`src/rtl/regfile_pkg.sv`:
```
// Shared defaults, typedefs and constants for the multi-port architectural register file.
// The typedefs match the default (MIPS) geometry; parametrised instances size their own vectors.
package regfile_pkg;

  localparam int NUM_ARCH_REGS = 32;
  localparam int ARCH_DATA_W   = 32;
  localparam int ARCH_AW       = $clog2(NUM_ARCH_REGS);

  typedef logic [ARCH_AW-1:0]     reg_addr_t;
  typedef logic [ARCH_DATA_W-1:0] reg_data_t;

  localparam int unsigned ZERO_REG_IDX = 32'd0;
  localparam reg_addr_t   ZERO_REG     = reg_addr_t'(ZERO_REG_IDX);

endpackage

```
`src/rtl/regfile_scoreboard.sv`:
```
// Per-register busy scoreboard: reservations set busy, writebacks release it, flush clears all.
// Priority per register is rst > flush > reserve > write > hold; register 0 is never busy.
module regfile_scoreboard
  import regfile_pkg::*;
#(
  parameter  int NUM_REGS = NUM_ARCH_REGS,
  parameter  int NUM_WR   = 2,
  localparam int AW       = $clog2(NUM_REGS)
) (
  input  logic                 clk,
  input  logic                 rst,
  input  logic                 flush,
  input  logic [NUM_WR-1:0]    rsv_en,
  input  logic [NUM_WR*AW-1:0] rsv_addr,
  input  logic [NUM_WR-1:0]    wr_en,
  input  logic [NUM_WR*AW-1:0] wr_addr,
  output logic [NUM_REGS-1:0]  busy
);

  logic [NUM_REGS-1:0] busy_r;
  logic [NUM_REGS-1:0] set_s;
  logic [NUM_REGS-1:0] clr_s;
  logic [NUM_REGS-1:0] busy_nxt_s;

  // Decode reserve/release requests into per-register set and clear masks.
  always_comb begin
    set_s = '0;
    clr_s = '0;
    for (int r = 0; r < NUM_REGS; r++) begin
      for (int j = 0; j < NUM_WR; j++) begin
        set_s[r] = set_s[r] | (rsv_en[j] && (rsv_addr[j*AW +: AW] == AW'(r)));
        clr_s[r] = clr_s[r] | (wr_en[j]  && (wr_addr[j*AW +: AW]  == AW'(r)));
      end
    end
    set_s[ZERO_REG_IDX] = 1'b0;
    clr_s[ZERO_REG_IDX] = 1'b0;
  end

  // Reserve wins over release so a new producer supersedes the completing one.
  always_comb begin
    busy_nxt_s = busy_r;
    if (flush) begin
      busy_nxt_s = '0;
    end else begin
      busy_nxt_s = (busy_r & ~clr_s) | set_s;
    end
  end

  // Busy state register with synchronous reset.
  always_ff @(posedge clk) begin
    if (rst) begin
      busy_r <= '0;
    end else begin
      busy_r <= busy_nxt_s;
    end
  end

  assign busy = busy_r;

endmodule

```
`src/rtl/regfile_mp.sv`:
```
// Multi-port architectural register file with same-cycle write-to-read bypass and a busy
// scoreboard; read ports return operand data plus a ready flag for issue-stage stalling.
module regfile_mp
  import regfile_pkg::*;
#(
  parameter  int NUM_REGS = NUM_ARCH_REGS,
  parameter  int DATA_W   = ARCH_DATA_W,
  parameter  int NUM_RD   = 4,
  parameter  int NUM_WR   = 2,
  parameter  int BYPASS   = 1,
  localparam int AW       = $clog2(NUM_REGS)
) (
  input  logic                     clk,
  input  logic                     rst,
  input  logic [NUM_RD-1:0]        rd_en,
  input  logic [NUM_RD*AW-1:0]     rd_addr,
  output logic [NUM_RD*DATA_W-1:0] rd_data,
  output logic [NUM_RD-1:0]        rd_ready,
  input  logic [NUM_WR-1:0]        wr_en,
  input  logic [NUM_WR*AW-1:0]     wr_addr,
  input  logic [NUM_WR*DATA_W-1:0] wr_data,
  input  logic [NUM_WR-1:0]        rsv_en,
  input  logic [NUM_WR*AW-1:0]     rsv_addr,
  input  logic                     flush
);

  logic [DATA_W-1:0]   regs_r [NUM_REGS];
  logic [NUM_REGS-1:0] busy_s;

  regfile_scoreboard #(
    .NUM_REGS (NUM_REGS),
    .NUM_WR   (NUM_WR)
  ) u_scoreboard (
    .clk      (clk),
    .rst      (rst),
    .flush    (flush),
    .rsv_en   (rsv_en),
    .rsv_addr (rsv_addr),
    .wr_en    (wr_en),
    .wr_addr  (wr_addr),
    .busy     (busy_s)
  );

  // Data array; later ports are applied last so the highest index wins a conflict.
  always_ff @(posedge clk) begin
    if (rst) begin
      for (int r = 0; r < NUM_REGS; r++) begin
        regs_r[r] <= '0;
      end
    end else begin
      for (int j = 0; j < NUM_WR; j++) begin
        if (wr_en[j] && (wr_addr[j*AW +: AW] != AW'(ZERO_REG_IDX))) begin
          regs_r[wr_addr[j*AW +: AW]] <= wr_data[j*DATA_W +: DATA_W];
        end
      end
    end
  end

  logic [AW-1:0]     addr_s;
  logic              hit_s;
  logic [DATA_W-1:0] hit_data_s;

  // Read ports: zero register and idle ports read 0/ready, otherwise storage or bypass.
  always_comb begin
    rd_data    = '0;
    rd_ready   = '1;
    addr_s     = '0;
    hit_s      = 1'b0;
    hit_data_s = '0;
    for (int i = 0; i < NUM_RD; i++) begin
      addr_s     = rd_addr[i*AW +: AW];
      hit_s      = 1'b0;
      hit_data_s = '0;
      for (int j = 0; j < NUM_WR; j++) begin
        hit_data_s = (wr_en[j] && (wr_addr[j*AW +: AW] == addr_s)) ?
                     wr_data[j*DATA_W +: DATA_W] : hit_data_s;
        hit_s      = hit_s | (wr_en[j] && (wr_addr[j*AW +: AW] == addr_s));
      end
      if (!rd_en[i] || (addr_s == AW'(ZERO_REG_IDX))) begin
        rd_data[i*DATA_W +: DATA_W] = '0;
        rd_ready[i]                 = 1'b1;
      end else if ((BYPASS != 0) && hit_s) begin
        rd_data[i*DATA_W +: DATA_W] = hit_data_s;
        rd_ready[i]                 = 1'b1;
      end else begin
        rd_data[i*DATA_W +: DATA_W] = regs_r[addr_s];
        rd_ready[i]                 = ~busy_s[addr_s];
      end
    end
  end

endmodule

```
`config.mk`:
```
export PLATFORM = sky130hd
export DESIGN_NAME = regfile_mp
export DESIGN_NICKNAME = d
export VERILOG_FILES = /design/src/rtl/regfile_pkg.sv /design/src/rtl/regfile_scoreboard.sv /design/src/rtl/regfile_mp.sv
export SDC_FILE = /design/constraint.sdc
export NUM_CORES = 2
export LEC_CHECK = 0
export CAP_MARGIN = 20
export CELL_PAD_IN_SITES_DETAIL_PLACEMENT = 1
export CELL_PAD_IN_SITES_GLOBAL_PLACEMENT = 1
export CORE_MARGIN = 10
export CORE_UTILIZATION = 40
export CTS_CLUSTER_DIAMETER = 30
export DETAILED_ROUTE_END_ITERATION = 6
export GPL_TIMING_DRIVEN = 0
export PLACE_DENSITY = 0.64
export SKIP_LAST_GASP = 1
export SYNTH_ARGS = -nofsm -noshare
export SYNTH_HDL_FRONTEND = slang
export SYNTH_HIERARCHICAL = 1
export SYNTH_SLANG_ARGS = --single-unit
```
`constraint.sdc`:
```
create_clock -name clk -period 4.8 [get_ports clk]
set_clock_uncertainty 0.1 [all_clocks]
set_input_delay 0.48 -clock clk [delete_from_list [all_inputs] [get_ports clk]]
set_output_delay 0.48 -clock clk [all_outputs]
set_load 0.1 [all_outputs]
```
==> impl_metrics.csv <==
group,metric,value,unit
run_status,status,"finished, violations left",
run_status,violations,"DRC, hold timing, setup timing",
clocking,cts_made_buffers,314,
sta,fin_tns_setup,-6.11,ns
sta,worst_pin_slew,1.41,ns
sta,slew_viol_final,0,
placed_design,hpwlAfterDp,381,mm
power,power_density,412,mW/mm^2
sta,grt_setup_unrepaired,"yes",
floorplan,die_w,463,um
critical_path,reg2reg_setup_slack,3.75,ns
finish,stdcell_count,9124,
finish,nets,6333,
global_route,antenna_found_initial,72,
power,switching_power,12.3,mW
global_route,grt_pass1_wl,649,mm
critical_path,cp_top_family,"buffers and inverters",
critical_path,cp.arrival,4.40,ns
clocking,clk_latency,0.93,ns
critical_path,cp.depth,10,
finish,utilization,50.4,%
finish,fin_area,0.0983,sq mm
placed_design,io_buffers,172,
floorplan,start_util,40.2,%
clocking,clock_sinks,1055,
placed_design,routabilityCongestion,1.05,
yosys,synth_edf_count,1024,
yosys,synth_cell_types,67,
critical_path,crit_path_start_kind,"input pin",
global_route,overflow,0,
sta,fmax,201,MHz
yosys,syn_area_per_cell,14.1,sq um
clocking,cts_tree,"yes",
yosys,postSynth.asyncResetShare,0,%
floorplan,design.die.area,0.214,sq mm
clocking,htreeDepth,5,
critical_path,critPathBufInv,6,
critical_path,crit_required,4.22,ns
routing,viasPerCell,8.02,
power,power,40.5,mW
sta,finalCritPeriodShare,104,%
sta,timing.hold.ws,-0.0262,ns
yosys,yosysSeqAreaShare,40.0,%
yosys,synth_area,0.0784,sq mm
placed_design,place_inst,8496,
placed_design,pre_cts_ws,-2.48,ns
critical_path,worst-setup-path-type,"in -> out",
placed_design,place_area,0.0866,sq mm
yosys,synthFlopType,"edfxtp_1",
routing,vias,73200,
routing,ant_nets,0,
routing,drt-initial-drc-count,13400,
power,p_leak,33.2,nW
floorplan,core_area,0.195,sq mm
yosys,synth_seq_cells,1055,
clocking,clk_pin_slew,0.04,ns
power,seqPwrFrac,27.8,%
hold_path,whs_path_depth,2,
finish,area_growth,25.4,%
critical_path,crit_fanout,10,
run,cap_violations,0,
global_route,gr-usage-all-layers,44.6,%
floorplan,rows,162,
routing,drt_first_pass_iters,7,
floorplan,io_pins,247,
clocking,cts_root_buffer,"clkbuf_16",
critical_path,cp_slowest_cell,"nor2b_1",
sta,slew_headroom,6.29,%
sta,setup_viol,95,
floorplan,chipHeight,463,um
sta,finalCriticalPeriod,4.98,ns
routing,drc_errors,60,
critical_path,cp_common_cell,"clkbuf_2",
critical_path,critPathMaxStageDelay,0.62,ns
power,combPwrFrac,19.4,%
power,pwr-share-clk,52.9,%
yosys,synth_cells,5551,
global_route,grt_start_max_net_pins,33,
power,vdd_drop_max,0.000395,V
critical_path,reg2reg_depth,2,
sta,fin_ws,-0.185,ns
power,switching_share,30.4,%
global_route,grt_pass1_vias,70800,
power,p_int,28.2,mW
critical_path,cp-end-kind,"output pin",
hold_path,hp-class,"in -> reg",
routing,wl_per_cell,54.6,um
clocking,clockBufferDepth,4,
finish,drive_above_1_share,37.5,%
sta,final_hold_viol_count,1,
yosys,yosys_warnings,6,
routing,finalWirelength,498,mm
critical_path,crit_chain,"clkdlybuf4s50_1 > buf_2 > nor2b_1 > clkbuf_2 > buf_8 > clkbuf_2 > a22oi_1 > nand2_1 > a221o_1 > clkbuf_4",
==> cell usage after synthesis (5+ instances only) <==
master     instances  area (sq um)
and4b_1            6          60.1
xnor2_1           10          87.6
mux4_2          1054         23700
nand2_1           90           338
edfxtp_1        1024         30700
nor2b_1           80           500
nand2b_1          14          87.6
nand4bb_1          6          67.6
o221ai_1          56           490
a211oi_1          63           473
nand4b_1           8          70.1
buf_1             62           233
nand4_1            8          50.1
mux2_2            71           800
or3_1              7          43.8
a21oi_1           98           490
xor2_1            30           263
nor3b_1            8          60.1
a221o_1           63           631
dfxtp_1           31           621
o21ai_0           74           370
clkbuf_1         584          2190
a22oi_1          329          2470
nor4_1            10          62.6
buf_4             23           173
nor3_1            35           175
a22o_1          1051          9210
o211ai_1           5          37.5
mux2i_1           25           250
buf_6             10           113
nand3b_1          10          75.1
buf_2            222          1110
nor2_1           117           439
o31ai_1           57           428
o22ai_1          128           801
nand3_1           20           100
==> power by group through the flow <==
stage | logic (mW) | clock network (mW) | registers (mW)
global route | 7.77 | 21.8 | 11.3
global placement | 7.01 | 0 | 11.4
finish | 7.85 | 21.4 | 11.3
CTS | 7.43 | 21.3 | 11.2
floorplan | 4.30 | 0 | 11.2
detailed placement | 7.35 | 0 | 11.3
==> final timing paths <==
path	to	start
worst min-delay path	regs_r[1][22]	wr_data[22]
worst max-delay path	rd_data[51]	rd_addr[8]
worst min register to register	u_scoreboard/busy[23]	u_scoreboard/busy[23]
worst max register to register	u_scoreboard/busy[28]	u_scoreboard/busy[28]
==> final cells by class <==
class                           count  area, sq um
Clock inverter                    195         2420
Antenna cell                       46          115
Tap cell                         2624         3280
Buffer                            900         4220
Clock buffer                      357         8150
Multi-Input combinational cell   3621        44400
Fill cell                       19000        96700
Sequential cell                  1055        31400
Timing Repair Buffer              323         4330
Inverter                            3         11.3
==> routing by layer <==
metal	routed length, um	vias to the layer above	track usage (%)	share of wire [%]
met1	168000	38100	52.1	34
met5	896	-	0.601	0.18
met3	79000	2048	22.6	16
li1	-	25800	-	-
met4	42500	62	29.7	8.5
met2	208000	7140	64.1	42
==> sequential cells by signal, indices dropped and copies added, names as in the netlist <==
signal	count
u_scoreboard/busy	31
regs_r	1024
==> cells by family (layout without fill, tap and decap cells) <==
group	count (synthesis)	after routing	share of synthesized area (%)
other	2	79	0.00958
AND/OR/NAND/NOR	453	453	3.11
buffers and inverters	906	1778	4.92
flip-flops	1055	1055	40.0
XOR/XNOR	40	40	0.447
AO/OA/AOI/OAI	1945	1945	19.9
multiplexers	1150	1150	31.6
==> timing repair <==
item                                    in CTS  in global routing
gates cloned                                 0                  0
endpoints found under the setup margin     132                110
pin swaps                                    4                 11
endpoints found under the hold margin        0                  2
buffers inserted                             8                  1
hold buffers                                 0                  3
resized for setup                          986                165
==> cells in the final DEF, fill, tap and decap left out, drive strengths merged, types with 7 or more instances in the layout <==
| cell type | netlist | routed |
|---|---|---|
| a211oi | 63 | 63 |
| a21oi | 98 | 98 |
| a221o | 63 | 63 |
| a22o | 1051 | 1051 |
| a22oi | 329 | 329 |
| buf | 318 | 550 |
| bufinv | 0 | 55 |
| clkbuf | 585 | 962 |
| clkdlybuf4s15 | 0 | 17 |
| clkdlybuf4s18 | 0 | 7 |
| clkdlybuf4s50 | 0 | 38 |
| clkinv | 0 | 112 |
| clkinvlp | 0 | 24 |
| conb | 2 | 33 |
| dfxtp | 31 | 31 |
| diode | 0 | 46 |
| edfxtp | 1024 | 1024 |
| inv | 3 | 7 |
| mux2 | 71 | 71 |
| mux2i | 25 | 25 |
| mux4 | 1054 | 1054 |
| nand2 | 90 | 90 |
| nand2b | 14 | 14 |
| nand3 | 20 | 20 |
| nand3b | 10 | 10 |
| nand4 | 8 | 8 |
| nand4b | 8 | 8 |
| nor2 | 117 | 117 |
| nor2b | 80 | 80 |
| nor3 | 39 | 39 |
| nor3b | 8 | 8 |
| nor4 | 10 | 10 |
| o21ai | 74 | 74 |
| o221ai | 58 | 58 |
| o22ai | 128 | 128 |
| o31ai | 57 | 57 |
| or2 | 7 | 7 |
| or3 | 7 | 7 |
| xnor2 | 10 | 10 |
| xor2 | 30 | 30 |
Note: power is estimated with default switching activity, not from simulation.
